**src/rtl/array_fill_stream_pkg.sv**
```systemverilog
// Shared types and default sizing for the array fill/stream block.
package array_fill_pkg;

   localparam int DSIZE_DEF = 32;
   localparam int DEPTH_DEF = 32;

   // Fill pattern selected by cmd_mode; RSVD behaves like CLEAR.
   typedef enum logic [1:0] {
      CLEAR = 2'b00,
      SET   = 2'b01,
      INDEX = 2'b10,
      RSVD  = 2'b11
   } fill_mode_e;

   typedef enum logic [1:0] {
      IDLE  = 2'b00,
      FILL  = 2'b01,
      DRAIN = 2'b10
   } state_e;

endpackage

```
**src/rtl/array_fill_stream_if.sv**
```systemverilog
// Command / row-stream bundle for array_fill_stream.
// Optional out_parity present when ARRAY_FILL_STREAM_PARITY_EN is defined.
interface array_fill_stream_if
   import array_fill_pkg::*;
#(
   parameter int DSIZE = DSIZE_DEF,
   parameter int DEPTH = DEPTH_DEF
);
   logic                     cmd_valid;
   logic                     cmd_ready;
   logic [1:0]               cmd_mode;
   logic                     out_valid;
   logic                     out_ready;
   logic [DSIZE-1:0]         out_data;
   logic [$clog2(DEPTH)-1:0] out_index;
   logic                     out_last;
   logic                     busy;
`ifdef ARRAY_FILL_STREAM_PARITY_EN
   logic                     out_parity;
`endif

   // Block side
   modport slave (
      input  cmd_valid, cmd_mode, out_ready,
      output cmd_ready, out_valid, out_data, out_index, out_last, busy
`ifdef ARRAY_FILL_STREAM_PARITY_EN
      , output out_parity
`endif
   );

   // Requester / consumer side
   modport master (
      output cmd_valid, cmd_mode, out_ready,
      input  cmd_ready, out_valid, out_data, out_index, out_last, busy
`ifdef ARRAY_FILL_STREAM_PARITY_EN
      , input out_parity
`endif
   );

endinterface

```
**src/rtl/array_fill_stream.sv**
```systemverilog
// array_fill_stream: fills a DEPTH x DSIZE register array with a pattern
// (clear / set / row index), then streams the rows out over a valid/ready
// handshake. Optional macro ARRAY_FILL_STREAM_PARITY_EN adds out_parity,
// the registered XOR of out_data.
module array_fill_stream
   import array_fill_pkg::*;
#(
   parameter int DSIZE = DSIZE_DEF,
   parameter int DEPTH = DEPTH_DEF
) (
   input  logic                clock,
   input  logic                rst,
   array_fill_stream_if.slave  bus
);

   localparam int             IW       = $clog2(DEPTH);
   localparam logic [IW-1:0]  LAST_IDX = IW'(DEPTH - 1);

   state_e           state_q, state_d;
   fill_mode_e       mode_q, mode_d;
   logic [IW-1:0]    cnt_q, cnt_d;
   logic [IW-1:0]    cnt_inc;
   logic [DSIZE-1:0] dout_q, dout_d;
   logic             last_q, last_d;
   logic [DSIZE-1:0] row_val;
   logic             wr_en;
   logic [DSIZE-1:0] arr_q [DEPTH-1:0];
`ifdef ARRAY_FILL_STREAM_PARITY_EN
   logic             par_q, par_d;
`endif

   // Power-of-two DEPTH makes this wrap cleanly at DEPTH.
   assign cnt_inc = cnt_q + IW'(1);

   // Pattern for the row being written this FILL cycle.
   always_comb begin
      case (mode_q)
         SET:     row_val = '1;
         INDEX:   row_val = DSIZE'(cnt_q);
         default: row_val = '0;
      endcase
   end

   // Next-state and datapath control; output rows are preloaded into
   // dout_q so out_data is always a register.
   always_comb begin
      state_d = state_q;
      mode_d  = mode_q;
      cnt_d   = cnt_q;
      dout_d  = dout_q;
      last_d  = last_q;
      wr_en   = 1'b0;
      case (state_q)
         IDLE: begin
            cnt_d  = '0;
            dout_d = '0;
            last_d = 1'b0;
            if (bus.cmd_valid) begin
               mode_d  = fill_mode_e'(bus.cmd_mode);
               state_d = FILL;
            end
         end
         FILL: begin
            wr_en = 1'b1;
            cnt_d = cnt_inc;
            if (cnt_q == LAST_IDX) begin
               // Row 0 was written DEPTH-1 cycles ago, safe to present now.
               state_d = DRAIN;
               cnt_d   = '0;
               dout_d  = arr_q[0];
               last_d  = 1'b0;
            end
         end
         DRAIN: begin
            if (bus.out_ready) begin
               if (cnt_q == LAST_IDX) begin
                  state_d = IDLE;
                  cnt_d   = '0;
                  dout_d  = '0;
                  last_d  = 1'b0;
               end else begin
                  cnt_d  = cnt_inc;
                  dout_d = arr_q[cnt_inc];
                  last_d = (cnt_inc == LAST_IDX);
               end
            end
         end
         default: state_d = IDLE;
      endcase
`ifdef ARRAY_FILL_STREAM_PARITY_EN
      par_d = ^dout_d;
`endif
   end

   // FSM and output registers.
   always_ff @(posedge clock or posedge rst) begin
      if (rst) begin
         state_q <= IDLE;
         mode_q  <= CLEAR;
         cnt_q   <= '0;
         dout_q  <= '0;
         last_q  <= 1'b0;
      end else begin
         state_q <= state_d;
         mode_q  <= mode_d;
         cnt_q   <= cnt_d;
         dout_q  <= dout_d;
         last_q  <= last_d;
      end
   end

`ifdef ARRAY_FILL_STREAM_PARITY_EN
   // Parity travels with dout_q so it stays aligned with out_data.
   always_ff @(posedge clock or posedge rst) begin
      if (rst) par_q <= 1'b0;
      else     par_q <= par_d;
   end
   assign bus.out_parity = par_q;
`endif

   // Row storage; reset wipes every row.
   always_ff @(posedge clock or posedge rst) begin
      if (rst) begin
         for (int r = 0; r < DEPTH; r++) arr_q[r] <= '0;
      end else if (wr_en) begin
         arr_q[cnt_q] <= row_val;
      end
   end

   assign bus.cmd_ready = (state_q == IDLE);
   assign bus.out_valid = (state_q == DRAIN);
   assign bus.busy      = (state_q != IDLE);
   assign bus.out_data  = dout_q;
   assign bus.out_index = cnt_q;
   assign bus.out_last  = last_q;

endmodule
```
**src/flat_wrapper.sv**
```systemverilog
// flat-port wrapper written by rule: the top's interface ports become plain ports
module array_fill_stream_flat import array_fill_pkg::*;
#(
   parameter int DSIZE = DSIZE_DEF,
   parameter int DEPTH = DEPTH_DEF
)
  (clock, rst, bus_cmd_valid, bus_cmd_mode, bus_out_ready, bus_cmd_ready, bus_out_valid, bus_out_data, bus_out_index, bus_out_last, bus_busy);
  array_fill_stream_if #(.DSIZE(DSIZE), .DEPTH(DEPTH)) bus_i ();
  input  logic clock;
  input  logic rst;
  input wire logic [$bits(bus_i.cmd_valid)-1:0] bus_cmd_valid;
  input wire logic [$bits(bus_i.cmd_mode)-1:0] bus_cmd_mode;
  input wire logic [$bits(bus_i.out_ready)-1:0] bus_out_ready;
  output wire logic [$bits(bus_i.cmd_ready)-1:0] bus_cmd_ready;
  output wire logic [$bits(bus_i.out_valid)-1:0] bus_out_valid;
  output wire logic [$bits(bus_i.out_data)-1:0] bus_out_data;
  output wire logic [$bits(bus_i.out_index)-1:0] bus_out_index;
  output wire logic [$bits(bus_i.out_last)-1:0] bus_out_last;
  output wire logic [$bits(bus_i.busy)-1:0] bus_busy;
  assign bus_i.cmd_valid = bus_cmd_valid;
  assign bus_i.cmd_mode = bus_cmd_mode;
  assign bus_i.out_ready = bus_out_ready;
  assign bus_cmd_ready = bus_i.cmd_ready;
  assign bus_out_valid = bus_i.out_valid;
  assign bus_out_data = bus_i.out_data;
  assign bus_out_index = bus_i.out_index;
  assign bus_out_last = bus_i.out_last;
  assign bus_busy = bus_i.busy;
  array_fill_stream #(.DSIZE(DSIZE), .DEPTH(DEPTH)) u_core (.clock(clock), .rst(rst), .bus(bus_i));
endmodule
```
**config.mk**
```make
export PLATFORM = sky130hd
export DESIGN_NAME = array_fill_stream_flat
export DESIGN_NICKNAME = d
export VERILOG_FILES = /design/src/rtl/array_fill_stream_pkg.sv /design/src/rtl/array_fill_stream_if.sv /design/src/rtl/array_fill_stream.sv /design/src/flat_wrapper.sv
export SDC_FILE = /design/constraint.sdc
export NUM_CORES = 1
export LEC_CHECK = 0
export CAP_MARGIN = 20
export CORE_MARGIN = 1
export CORE_UTILIZATION = 65
export DETAILED_ROUTE_END_ITERATION = 8
export PLACE_DENSITY = 0.9
export SLEW_MARGIN = 40
export SYNTH_ARGS = -nofsm -noshare
export SYNTH_HDL_FRONTEND = slang
export SYNTH_SLANG_ARGS = --single-unit
```
**constraint.sdc**
```tcl
create_clock -name clock -period 11 [get_ports clock]
set_clock_uncertainty 0.15 [all_clocks]
set_input_delay 2.2 -clock clock [delete_from_list [all_inputs] [get_ports clock]]
set_output_delay 2.2 -clock clock [all_outputs]
set_load 0.1 [all_outputs]
```
# Word-level counts from Yosys, hierarchy flattened
# Index checks and enable logic that the tools add are counted.
# totals
elab_cells,82
ff_bits,1066
output_inout_bits,41
in_bits,6
# classes
n_eq_ne,10
n_mux,23
order_cmp,3
n_addsub,1
n_reduce_logical,8
# ops
op,n
$bwmux W1024,1
$bmux W32 S5,1
$demux W32 S5,1
$mux W32,5
$pmux W32 S3,1
$pmux W32 S2,1
$pmux W5 S3,1
$lt A5 B6 Y1 const B,2
$eq A5 B5 Y1 const B,2
$mux W5,2
$mux W2,4
$pmux W2 S3,1
$add A5 B1 Y5 const B,1
$ge A5 B1 Y1 const B,1
$eq A2 B1 Y1 const B,2
$eq A2 B2 Y1 const B,2
$mux W1,4
$ne A2 B1 Y1 const B,2
$ne A2 B2 Y1 const B,2
$reduce_and A2 Y1,2
$reduce_and A4 Y1,1
$pmux W1 S3,1
$reduce_and A3 Y1,1
$reduce_bool A3 Y1,1
3 further kinds,3

# Longest topological paths before layout
# depth
depth_word,6
depth_mapped,13
ltp_nobuf,8

# Worst setup path after synthesis
# OpenSTA, ideal clock, no wires.
# synth_path
kind,flip-flop to output port
from,register u_core.state_q[0]
to,output port bus_busy
required_time_ps,8650
setup_slack_ps,6638
path_buffers,0
t_arrival_ps,2012
path_stages_with_launch,4
cell_sequence,dfrtp_1 -> inv_1 -> ha_1 -> inv_1
# synth_via
elab_chain_cells,1
# synth_lines
item,line,rtl
"start, declared",array_fill_stream.sv:19,"state_e state_q, state_d;"
"start signal, assigned",array_fill_stream.sv:104,state_q <= state_d;
$reduce_bool A2 Y1,array_fill_stream.sv:132,assign bus.busy = (state_q != IDLE);
"end, declared",flat_wrapper.sv:19,output wire logic [$bits(bus_i.busy)-1:0] bus_busy;
# No other way between the ends.

# Worst setup path after layout
# layout_path
from,"register u_core.cnt_q[2], in the netlist u_core.bus.out_index[2]"
to,output port bus_out_index[2]
# layout_lines
item,line,rtl
"start, declared",array_fill_stream.sv:21,"logic [IW-1:0] cnt_q, cnt_d;"
"start signal, assigned",array_fill_stream.sv:106,cnt_q <= cnt_d;
"end, declared",flat_wrapper.sv:17,output wire logic [$bits(bus_i.out_index)-1:0] bus_out_index;
# No word-level cell between the ends.

==> impl_metrics.csv <==
group,metric,value,unit
logic_synthesis,yosysTopAreaCell,"dfrtp_1",
global_route,grt_pass1_wl,37200,um
routing,vias_per_cell,6.72,
logic_synthesis,synth-edff-count,0,
logic_synthesis,ys_types,42,
cts,cts_buffers,21,
logic_synthesis,seq_area_frac_synth,0.517,
routing,wl,23400,um
finish,final_cell_area,0.0109,sq mm
setup_path,path_class,"flip-flop to primary output",
cts,cts_tree,"built",
setup_path,cp_max_fo,17,
logic_synthesis,synth_top_cells_by_area,"dfrtp_1 (52%), mux2_2 (19%), mux4_2 (8.5%)",
global_route,gr-total-overflow,0,
cts,cts_setup_buffers,0,
cts,htreeDepth,1,
placed_design,io_buffers,46,
floorplan,start_util,0.665,
sta,period_minus_slack,4.30,ns
floorplan,ioPinCount,47,
floorplan,dieArea,0.0160,sq mm
sta,maxSlewHeadroom,0.437,
routing,wl_per_cell,23.9,um
run,max-cap-violations,0,
cts,cts_root_buffer,"clkbuf_16",
setup_path,start_kind,"flip-flop",
finish,final_nets,801,
global_route,grt_usage,0.306,
logic_synthesis,yosysMostFrequentCell,"dfrtp_1",
cts,cts_resized,0,
setup_path,cp.buffers_inverters,1,
setup_path,arrival,1.95,ns
logic_synthesis,synth_warnings,0,
routing,drc,0,
logic_synthesis,avgSynthCellArea,13.0,sq um
run_status,status,"completed",
routing,ant_nets,0,
placed_design,dp_hpwl,15000,um
logic_synthesis,ys.flop_type,"dfrtp_1",
placed_design,placed_area,0.0103,sq mm
power,p_leak,0.00538,uW
setup_path,path_cells,"buf_2",
finish,synthToLayoutAreaGrowth,8.61,%
sta,rsz0062_at_grt,"false",
cts,numClockSinks,208,
finish,drive_above_1_share,0.380,
setup_path,crit_path_max_incr_delay,0.89,ns
placed_design,dp_cells,949,
logic_synthesis,synthCells,777,
logic_synthesis,async_flop_share,1.00,
cts,path_clk_slew,0.06,ns
setup_path,crit_family,"flip-flops",
logic_synthesis,netlist_area,0.0101,sq mm
sta,fin_crit_sh,0.390,
floorplan,die_h,126,um
placed_design,gp_congestion,0.968,
cts,holdBufCountCts,0,
setup_path,crit_path_top_delay_cell,"dfrtp_1",
setup_path,crit_required,8.65,ns
logic_synthesis,synth_top_area_share,0.517,
power,vdd_drop_max,0.326,mV
finish,diodes,0,
floorplan,placementRows,45,
sta,setup_viol,0,
cts,clock_path_buffers,3,
setup_path,cp-end-kind,"primary output",
cts,clkLatencyLatePin,0.50,ns
sta,max_freq,0.233,GHz
floorplan,fp.dieW,126,um
power,power_density,242,mW/mm^2
logic_synthesis,syn_nets,794,
floorplan,core,0.0151,sq mm
logic_synthesis,synth_seq_cells,208,
finish,finalNonFillerCells,983,
sta,drv_slew,0,
logic_synthesis,synthTopCellsByCount,"dfrtp_1 (208), mux2_2 (170), nand2_1 (88), nor2_1 (47), mux4_2 (38)",
routing,initialDrtViolationCount,720,
sta,hold_viol_final,0,
global_route,grt_pass1_vias,6632,
sta,setup-tns-final,0,ns
min_path,min_path_type,"flip-flop to flip-flop",
sta,worstMarginPinSlew,0.845,ns
global_route,antenna_found_initial,0,
routing,drt_pass1_iterations,6,
routing,vias,6603,
global_route,grt_max_degree,126,
## worst register-to-register path: cells and delay by family (launching register included)
family / cells / cell delay, ns
compound gates: 2 / 0.63
buf+inv: 3 / 1.40
mux: 1 / 0.57
simple gates: 1 / 0.16
fa+ha+maj: 1 / 0.73
flops: 1 / 0.33
## area by class of cell
| type | instances | area [sq um] |
|---|---|---|
| Clock buffer | 30 | 609 |
| Clock inverter | 4 | 20.0 |
| Fill cell | 909 | 4210 |
| Inverter | 9 | 46.3 |
| Multi-Input combinational cell | 487 | 4460 |
| Sequential cell | 208 | 5210 |
| Tap cell | 188 | 235 |
| Timing Repair Buffer | 57 | 357 |
## stage by stage
step / util / setup slack [ns] / hold WS (ns) / power [uW]
after floorplan: - / 2.97 / 0.289 / 1780
after global placement: 0.690 / 6.25 / 0.309 / 1970
after detailed placement: 0.679 / 6.55 / 0.317 / 1970
after CTS: 0.721 / 6.74 / 0.331 / 2630
after global routing: 0.722 / 6.68 / 0.360 / 2740
final: 0.722 / 6.70 / 0.333 / 2650
## registers in the layout, summed over array words and instances, names as in the netlist
name	count
u_core.bus.out_data	6
u_core.state_q	2
u_core.bus.out_index	5
u_core.bus.out_last	1
u_core.arr_q	192
u_core.mode_q	2
## logic make-up after synthesis
| kind of cell | Yosys count | share of synthesized area |
|---|---|---|
| AO/OA/AOI/OAI | 50 | 0.0308 |
| XOR/XNOR | 4 | 0.00423 |
| adder cells (fa/ha/maj) | 11 | 0.0137 |
| buffers and inverters | 82 | 0.0436 |
| flip-flops | 208 | 0.517 |
| multiplexers | 229 | 0.306 |
| AND/OR/NAND/NOR | 193 | 0.0850 |
## placed cells by master, fill, tap and decap left out, drive strengths merged, types with 3 or more instances in the layout
cell and instances:
a21oi 5, a31oi 11, and3 7, buf 51, clkbuf 31, clkdlybuf4s50 5
clkinv 6, dfrtp 208, ha 11, inv 7, mux2 170, mux2i 15
mux4 44, nand2 88, nand3 22, nand3b 3, nand4 7, nor2 47
nor2b 6, o21a 4, o21ai 20, or3 4
## where the power goes
part	switching (uW)	total, uW	leakage [uW]	internal [uW]
clock	285	667	0.000315	382
sequential	56.8	886	0.00288	829
combinational	823	1090	0.00219	270
total	1170	2650	0.00538	1480
## final timing paths
check	startpoint	endpoint	slack (ns)	cells after the start
min in group asynchronous	rst	u_core.arr_q[126]	2.03	2
setup / recovery	u_core.bus.out_index[2]	bus_out_index[2]	6.70	1
setup reg to reg	u_core.bus.out_index[0]	u_core.bus.out_data[1]	6.89	8
hold reg to reg	u_core.arr_q[34]	u_core.arr_q[34]	0.33	2
max in group asynchronous	rst	u_core.arr_q[130]	7.49	3
hold / removal	u_core.arr_q[34]	u_core.arr_q[34]	0.33	2
## per-layer routing
| layer | wire length (um) | up-vias | part of all wire | track usage |
|---|---|---|---|---|
| li1 | - | 2769 | - | - |
| met1 | 9330 | 3406 | 0.40 | 0.415 |
| met2 | 11300 | 355 | 0.48 | 0.486 |
| met3 | 1860 | 73 | 0.079 | 0.0599 |
| met4 | 952 | 0 | 0.041 | 0.140 |
| met5 | 0 | - | 0 | 0 |
Note: power is estimated with default switching activity, not from simulation.
